<file path="src/rtl/eq_band_mixer.sv">
// eq_band_mixer: mixes the three equalizer bands into one output sample.
// Per sample it captures three band samples and three gains, then multiplies
// and accumulates each band in turn on one shared multiplier. The sum is
// saturated to the Q(p.f) sample format and flagged by a one-cycle valid pulse.
// Optional build macro MIXER_ROUND_EN: round each product half toward
// +infinity before it is scaled back. When the macro is undefined, each product
// is truncated toward -infinity (floor).
module eq_band_mixer #(
    parameter int p     = 13,
    parameter int f     = 18,
    parameter int Width = p + f + 1
) (
    input  logic                    clk,
    input  logic                    rst,
    input  logic                    enable,
    input  logic signed [Width-1:0] yk0,
    input  logic signed [Width-1:0] yk1,
    input  logic signed [Width-1:0] yk2,
    input  logic signed [Width-1:0] g0,
    input  logic signed [Width-1:0] g1,
    input  logic signed [Width-1:0] g2,
    output logic signed [Width-1:0] yk,
    output logic                    valid,
    output logic                    busy,
    output logic                    overrun
);

    // Full product, scaled product, and accumulator widths.
    localparam int PW = 2 * Width;
    localparam int SW = 2 * Width - f;
    localparam int AW = SW + 2;

    typedef enum logic [1:0] {
        IDLE = 2'd0,
        MAC0 = 2'd1,
        MAC1 = 2'd2,
        MAC2 = 2'd3
    } state_t;

    state_t                  state_r;
    logic signed [Width-1:0] ykc0_r, ykc1_r, ykc2_r;
    logic signed [Width-1:0] gc0_r, gc1_r, gc2_r;
    logic signed [AW-1:0]    acc_r;

    logic signed [Width-1:0] mul_a_s, mul_b_s;
    logic signed [PW-1:0]    prod_full_s;
    logic signed [PW-1:0]    prod_adj_s;
    logic signed [SW-1:0]    prod_s;
    logic signed [AW-1:0]    prod_ext_s;
    logic signed [AW-1:0]    sum_s;

`ifdef MIXER_ROUND_EN
    // Half an output LSB in the full-product scale.
    localparam logic signed [PW-1:0] round_bias =
        {{(PW - f){1'b0}}, 1'b1, {(f - 1){1'b0}}};
`endif

    // Clamp the wide accumulator sum into the signed sample range.
    function automatic logic [Width-1:0] sat_fn(input logic [AW-1:0] v);
        logic [AW-Width:0] top;
        top = v[AW-1:Width-1];
        if ((&top) || !(|top)) begin
            sat_fn = v[Width-1:0];
        end else if (v[AW-1]) begin
            sat_fn = {1'b1, {(Width - 1){1'b0}}};
        end else begin
            sat_fn = {1'b0, {(Width - 1){1'b1}}};
        end
    endfunction

    // Route the captured band and gain for the current MAC step to the multiplier.
    always_comb begin
        mul_a_s = {Width{1'b0}};
        mul_b_s = {Width{1'b0}};
        case (state_r)
            MAC0: begin
                mul_a_s = ykc0_r;
                mul_b_s = gc0_r;
            end
            MAC1: begin
                mul_a_s = ykc1_r;
                mul_b_s = gc1_r;
            end
            MAC2: begin
                mul_a_s = ykc2_r;
                mul_b_s = gc2_r;
            end
            default: begin
                mul_a_s = {Width{1'b0}};
                mul_b_s = {Width{1'b0}};
            end
        endcase
    end

    // Shared multiplier: sign-extend the product, scale it back by f, and add it to the running sum.
    always_comb begin
        prod_full_s = PW'(mul_a_s) * PW'(mul_b_s);
`ifdef MIXER_ROUND_EN
        prod_adj_s  = prod_full_s + round_bias;
`else
        prod_adj_s  = prod_full_s;
`endif
        prod_s      = SW'(prod_adj_s >>> f);
        prod_ext_s  = {{2{prod_s[SW-1]}}, prod_s};
        sum_s       = acc_r + prod_ext_s;
    end

    // Mix sequencer: capture, three MAC steps, saturate and publish.
    always_ff @(posedge clk) begin
        if (rst) begin
            state_r <= IDLE;
            ykc0_r  <= {Width{1'b0}};
            ykc1_r  <= {Width{1'b0}};
            ykc2_r  <= {Width{1'b0}};
            gc0_r   <= {Width{1'b0}};
            gc1_r   <= {Width{1'b0}};
            gc2_r   <= {Width{1'b0}};
            acc_r   <= {AW{1'b0}};
            yk      <= {Width{1'b0}};
            valid   <= 1'b0;
            busy    <= 1'b0;
            overrun <= 1'b0;
        end else begin
            valid <= 1'b0;
            // A strobe that arrives while a mix is running is dropped but remembered.
            if (enable && (state_r != IDLE)) begin
                overrun <= 1'b1;
            end else begin
                overrun <= overrun;
            end
            case (state_r)
                IDLE: begin
                    if (enable) begin
                        ykc0_r  <= yk0;
                        ykc1_r  <= yk1;
                        ykc2_r  <= yk2;
                        gc0_r   <= g0;
                        gc1_r   <= g1;
                        gc2_r   <= g2;
                        acc_r   <= {AW{1'b0}};
                        busy    <= 1'b1;
                        state_r <= MAC0;
                    end else begin
                        busy    <= 1'b0;
                        state_r <= IDLE;
                    end
                end
                MAC0: begin
                    acc_r   <= prod_ext_s;
                    busy    <= 1'b1;
                    state_r <= MAC1;
                end
                MAC1: begin
                    acc_r   <= sum_s;
                    busy    <= 1'b1;
                    state_r <= MAC2;
                end
                MAC2: begin
                    yk      <= sat_fn(sum_s);
                    valid   <= 1'b1;
                    busy    <= 1'b0;
                    state_r <= IDLE;
                end
                default: begin
                    busy    <= 1'b0;
                    state_r <= IDLE;
                end
            endcase
        end
    end

endmodule

</file>
<file path="config.mk">
export PLATFORM = sky130hd
export DESIGN_NAME = eq_band_mixer
export DESIGN_NICKNAME = d
export VERILOG_FILES = /design/src/rtl/eq_band_mixer.sv
export SDC_FILE = /design/constraint.sdc
export NUM_CORES = 2
export LEC_CHECK = 0
export CORE_MARGIN = 2
export CORE_UTILIZATION = 46
export CTS_CLUSTER_DIAMETER = 30
export CTS_CLUSTER_SIZE = 10
export DETAILED_ROUTE_END_ITERATION = 8
export PLACE_DENSITY_LB_ADDON = 0.3
export RECOVER_POWER = 25
export SETUP_SLACK_MARGIN = 0.2
export SLEW_MARGIN = 10
export SYNTH_ARGS = -nofsm -noshare
export SYNTH_HDL_FRONTEND = slang
export SYNTH_SLANG_ARGS = --single-unit
</file>
<file path="constraint.sdc">
create_clock -name clk -period 19.4 [get_ports clk]
set_input_delay 3.88 -clock clk [delete_from_list [all_inputs] [get_ports clk]]
set_output_delay 3.88 -clock clk [all_outputs]
set_load 0.02 [all_outputs]
</file>
Word-level counts from Yosys, hierarchy flattened
Index checks and enable logic that the tools add are counted.
{"block": "word_totals", "in_bits": 195, "romBits": 0, "elab_cells": 40, "out_inout_bits": 35, "ram_bits": 0, "memories": 0, "latchBits": 0, "ff_bits": 277}
{"block": "op_classes", "n_addsub": 1, "mux": 11, "n_bitwise": 0, "eq_ne": 4, "shifts": 0, "multipliers": 1, "n_reduce_logical": 11, "n_div": 0, "magnitude_cmp": 0}
{"cell": "$pmux 32 s3", "n": 2}
{"cell": "$pmux 48 s3", "n": 1}
{"cell": "$mul 32x32->64", "n": 1}
{"cell": "$mux 32", "n": 2}
{"cell": "$add 48x46->48", "n": 1}
{"cell": "$mux 48", "n": 1}
{"cell": "$reduce_and 17->1", "n": 1}
{"cell": "$reduce_or 17->1", "n": 1}
{"cell": "$pmux 2 s4", "n": 1}
{"cell": "$eq 2x2->1 const B", "n": 2}
{"cell": "$reduce_and 2->1", "n": 2}
{"cell": "$mux 1", "n": 3}
{"cell": "$pmux 1 s3", "n": 1}
{"cell": "$reduce_bool 3->1", "n": 1}
{"cell": "$eq 2x1->1 const B", "n": 1}
{"cell": "$logic_not 2->1", "n": 1}
{"cell": "$ne 2x2->1 const B", "n": 1}
{"cell": "$reduce_bool 2->1", "n": 1}
{"cell": "$reduce_or 2->1", "n": 1}
{"cell": "$logic_and 1x1->1", "n": 1}
{"cell": "$logic_not 1->1", "n": 1}
{"cell": "$logic_or 1x1->1", "n": 1}

Longest topological paths before layout
{"block": "depth", "ltp_word": 8, "depth_mapped": 52, "mapped_depth_nobuf": 45}

Least setup slack after synthesis
Ideal clock, no wire load.
{"block": "synth_timing", "kind": "register to register", "start": "register state_r[1]", "end": "register yk[10]", "t_required_ns": 19.254, "setup_time_ns": 0.146, "arrival_ns": 11.412, "synth_period_minus_slack_ns": 11.558, "path_slack_ns": 7.842, "stages_incl_launch_ff": 48, "path_buffers": 6, "path_cell_list": "dfxtp_1 inv_1 ha_1 buf_2 buf_1 buf_1 a22oi_1 and2_1 nor2_1 clkbuf_1 nand2_1 fa_1 fa_1 fa_1 fa_1 inv_1 fa_1 inv_1 [... 12 more ...] a31oi_1 a311oi_1 xnor2_1 ha_1 clkbuf_1 nand4_1 nor4_2 o211ai_1 o211ai_1 o21ai_1 o21ai_1 a41oi_1 o21ai_1 xnor2_1 inv_1 o41ai_2 buf_6 a211oi_2"}
{"block": "synth_between", "elab_chain_len": 8, "word_cells_on_any_way": 13, "classes_between": "1 x add/sub; 1 x mul; 3 x eq/ne; 4 x mux; 4 x reduce/logical"}
{"element": "start, declared", "line": "40", "rtl": "state_t state_r;"}
{"element": "start signal, assigned", "line": "111", "rtl": "state_r <= IDLE;"}
{"element": "start signal, assigned", "line": "142", "rtl": "state_r <= MAC0;"}
{"element": "start signal, assigned", "line": "145", "rtl": "state_r <= IDLE;"}
{"element": "$eq 2x2->1, or another cell as far along", "line": "75, 131"}
{"element": "$pmux 32 s3", "line": "75", "rtl": "case (state_r)"}
{"element": "$mul 32x32->64", "line": "97", "rtl": "prod_full_s = PW'(mul_a_s) * PW'(mul_b_s);"}
{"element": "$add 48x46->48", "line": "105", "rtl": "sum_s = acc_r + prod_ext_s;"}
{"element": "$reduce_or 17->1", "line": "62", "rtl": "if ((&top) || !(|top)) begin"}
{"element": "$logic_not 1->1", "line": "62"}
{"element": "$logic_or 1x1->1", "line": "62"}
{"element": "$mux 32", "line": "62"}
{"element": "end signal, assigned", "line": "119", "rtl": "yk <= {Width{1'b0}};"}
{"element": "end signal, assigned", "line": "159", "rtl": "yk <= sat_fn(sum_s);"}
{"element": "end, declared", "line": "22", "rtl": "output logic signed [Width-1:0] yk,"}
Parallel ways exist; a longest one is shown, timed or not.
A chain may end at the register's enable or synchronous reset.

Worst setup path in the final report
{"block": "layout_timing", "start": "register state_r[1]", "end": "register yk[0]"}
Same word-level chain as after synthesis.

==> impl_results.md <==
* Final hold vios at 0
* Reg clk slew, reported paths at approximately 60 ps
* Final Cell Area at 0.05360 sq mm
* Total gr overflow at 0
* Area grow syn2layout at 10.86%
* Skew final at between 50 and 60 ps
* Failing checks: max-capacitance violations, max-slew violations
* Most common cell after layout, fill and taps aside: nand2_1
* Synth Flop Type: dfxtp_1
* CP max stage delay at 820 ps
* Hpwl dp at 147.6 mm
* Cell at the slowest stage of the critical path: nand2_1
* WL final at roughly 180 mm
* WHS Path Cells at 2
* Starting Density at 0.4651
* Port buffer count at 229
* Hold Path Class: reg -> reg
* GR Util All Layers at 0.3443
* Top cell type's share of synthesized area at 0.4480
* Final slew viol count at 188
* CTS tree: built
* RSZ-0062 raised after global routing: false
* Residual DRC at 0
* Worst Hold End: acc_r[10]
* Synth cell types at between 70 and 80
* WS Path Type: reg -> reg
* Rel. slew slack at -3.113
* Vias/cell at roughly 5.7
* Number of hold-repair buffers added at the cts stage at 0
* Setup_tns at 0 ps
* Core footprint at 0.1039 sq mm
* Final Wtd Congestion at 1.057
* CP Launch Type: register
* Asr flop ratio synth at 0
* FILL cells at 9,842
* Post-CTS Resized at 0
* Status: finished with violations
* Power density of the placed cells at 36.16 mW/mm^2
* # rows at around 120
* Register area share after synthesis at 0.1147
* Synth Register Bits at 277
* Die Y-Extent at 328.2 um
* Critical hold path startpoint: acc_r[10]
* Leakage power at approximately 25 nW
* Initial antenna violation count at 9
* Worst setup path start: state_r[1]
* Seq. cell area at 0.005545 sq mm
* Max Cap Viol at 2
* Multi-input logic area at 0.03815 sq mm
* Clock root cell: clkbuf_16
* Met3 Track Usage GR at 0.09692
* Most used cell, CP: fa_1
* Reg-to-reg endpoint: yk[0]
* Syn_nets at 7,132
* Post-synth EDFFs at 0
* Worst skew pair latency at 600 ps
* Share of cells above drive strength 1 at 0.04244
* Setup WS post-layout at 4350 ps
* First-pass GRT wire length at between 200 and 300 mm
* R2R depth at 41
* Peak Freq at 66.45 MHz
* Crit Path Max Fanout at between 60 and 70
* Worst Path Required at about 20,000 ps
* Worst-case vdd ir drop at a little over 0.00008 V
* Drt first pass iters at 7
* Worst Setup End Kind: register
* YS warnings at 0
* Remaining antenna violation count at 0
* Cells after Synth at 5,622
* Final #Nets at 7,207
* Post-place setup slack at 4762 ps
* R2R setup slack at 4350 ps
* Tcrit/Tclk final at 0.7758
* Wirelength per Cell at ~26 um
* Top post-synthesis cells by area: fa_1, dfxtp_1, nand2_1
* Most frequent cells in the layout: nand2_1, fa_1, inv_1
* Clock sink count at ~280
* Post-DP Area at 0.05204 sq mm
* DIE WIDTH at around 330 um
* Number of global-route vias before repair at 42.53k
* Die footprint at 0.1077 sq mm
* Grt met2 use at 0.5327
* Boundary pin count at 230
* Met1 Resource Use GR at 0.4427
* Largest net degree at the start of global routing at 131
* CTS buffer count at 45
* Setup bufs post-CTS at 0
* Routed vias at roughly 41k
* H-Tree Level Count at 2
* Post-layout min period at 15,050 ps
* Maximum root-to-sink buffer count at 3
* Initial DRC count at 4,383
* GRT busiest layer: met2
* Syn Area/Cell at 8.599 sq um
* Data arrival, critical path at roughly 15,000 ps
* Mapped Area at 0.04835 sq mm
* Reg2reg start: state_r[1]
* Cell taking the most area after synthesis: fa_1
* Setup violations, final at 0
* Worst slew pin tran at roughly 6200 ps
[worst max path at each step]
stage,to,slack (ps)
after floorplan,yk[10],7840
after global placement,yk[0],4770
after detailed placement,yk[0],4760
after CTS,yk[0],4680
after global routing,yk[0],3790
final,yk[0],4350
[power breakdown]
part / switching, mW / leakage (nW) / internal [mW]
Clock: 0.314 / 0.752 / 0.528
Sequential: 0.0214 / 2.26 / 0.606
Combinational: 0.334 / 21.5 / 0.134
Total: 0.669 / 24.5 / 1.27
[registers in the layout (all words and copies together) (netlist names)]
name	flops
gc0_r	32
yk	32
state_r	2
gc1_r	32
valid	1
busy	1
ykc0_r	32
ykc2_r	32
overrun	1
acc_r	48
gc2_r	32
ykc1_r	32
[cell type report]
type	count	area share
well taps	1380	0.03222
diodes	4	0.0001868
clock buffers	51	0.02162
multi-input cells	4090	0.7118
repair buffers	327	0.05626
inverters	956	0.06695
clock inverters	25	0.007540
flip-flops and latches	277	0.1035
[Yosys cell counts (3+ instances only)]
cell and count:
o21ai_1 8, o31a_1 3, a21oi_1 327, ha_1 233
o21a_1 15, a21boi_0 3, a211oi_1 9, nand2b_1 10
a221oi_1 3, o21ai_0 60, a211o_1 4, o21bai_1 20
nor3_1 23, a2111oi_0 3, nand4_1 28, a22o_1 4
nor2_1 637, buf_2 9, dfxtp_1 277, a22oi_1 71
a211oi_2 30, xnor2_1 67, and3_1 8, nor2b_1 8
and2_0 3, a222oi_1 34, fa_1 1082, a21o_1 47
nor4_1 5, and4_1 9, nand2_1 1121, buf_6 4
o211ai_1 7, nand3_1 16, and2_1 38, a31oi_1 12
clkbuf_1 262, or2_2 17, xor2_1 39, or3_1 38
buf_1 20, o22ai_1 3, inv_1 956, nor3b_1 4
[critical path, delay by kind of cell (launching register included)]
kind / cells / cell delay (ps)
fa+ha+maj: 11 / 5310
buf+inv: 6 / 1650
xor+xnor: 2 / 400
compound gates: 17 / 4400
flops: 1 / 360
simple gates: 5 / 2580
[logic make-up after synthesis]
group | synth area share
AO/OA/AOI/OAI | 0.09306
XOR/XNOR | 0.01969
adder cells (fa/ha/maj) | 0.5083
buffers and inverters | 0.09850
flip-flops | 0.1147
multiplexers | 0.0004141
AND/OR/NAND/NOR | 0.1653
[per-stage QoR]
step | util | hold WS, ps | power [mW] | instances
after floorplan | - | 422.3 | 0.8750 | 5622
after global placement | 0.5006 | 438.0 | 1.088 | 7029
after detailed placement | 0.5007 | 440.4 | 1.090 | 7030
after CTS | 0.5157 | 451.2 | 1.931 | 7106
after global routing | 0.5156 | 465.3 | 1.994 | 7108
final | 0.5157 | 450.3 | 1.938 | 7110
[metal layers]
layer,part of all wire,vias to the layer above,routed length (um)
met2,0.44,2324,80740
met4,0.067,8,12220
met3,0.11,632,20860
met1,0.38,20540,68610
li1,-,17270,-
met5,0.00030,-,54
Power figures use the tool's default switching activity.
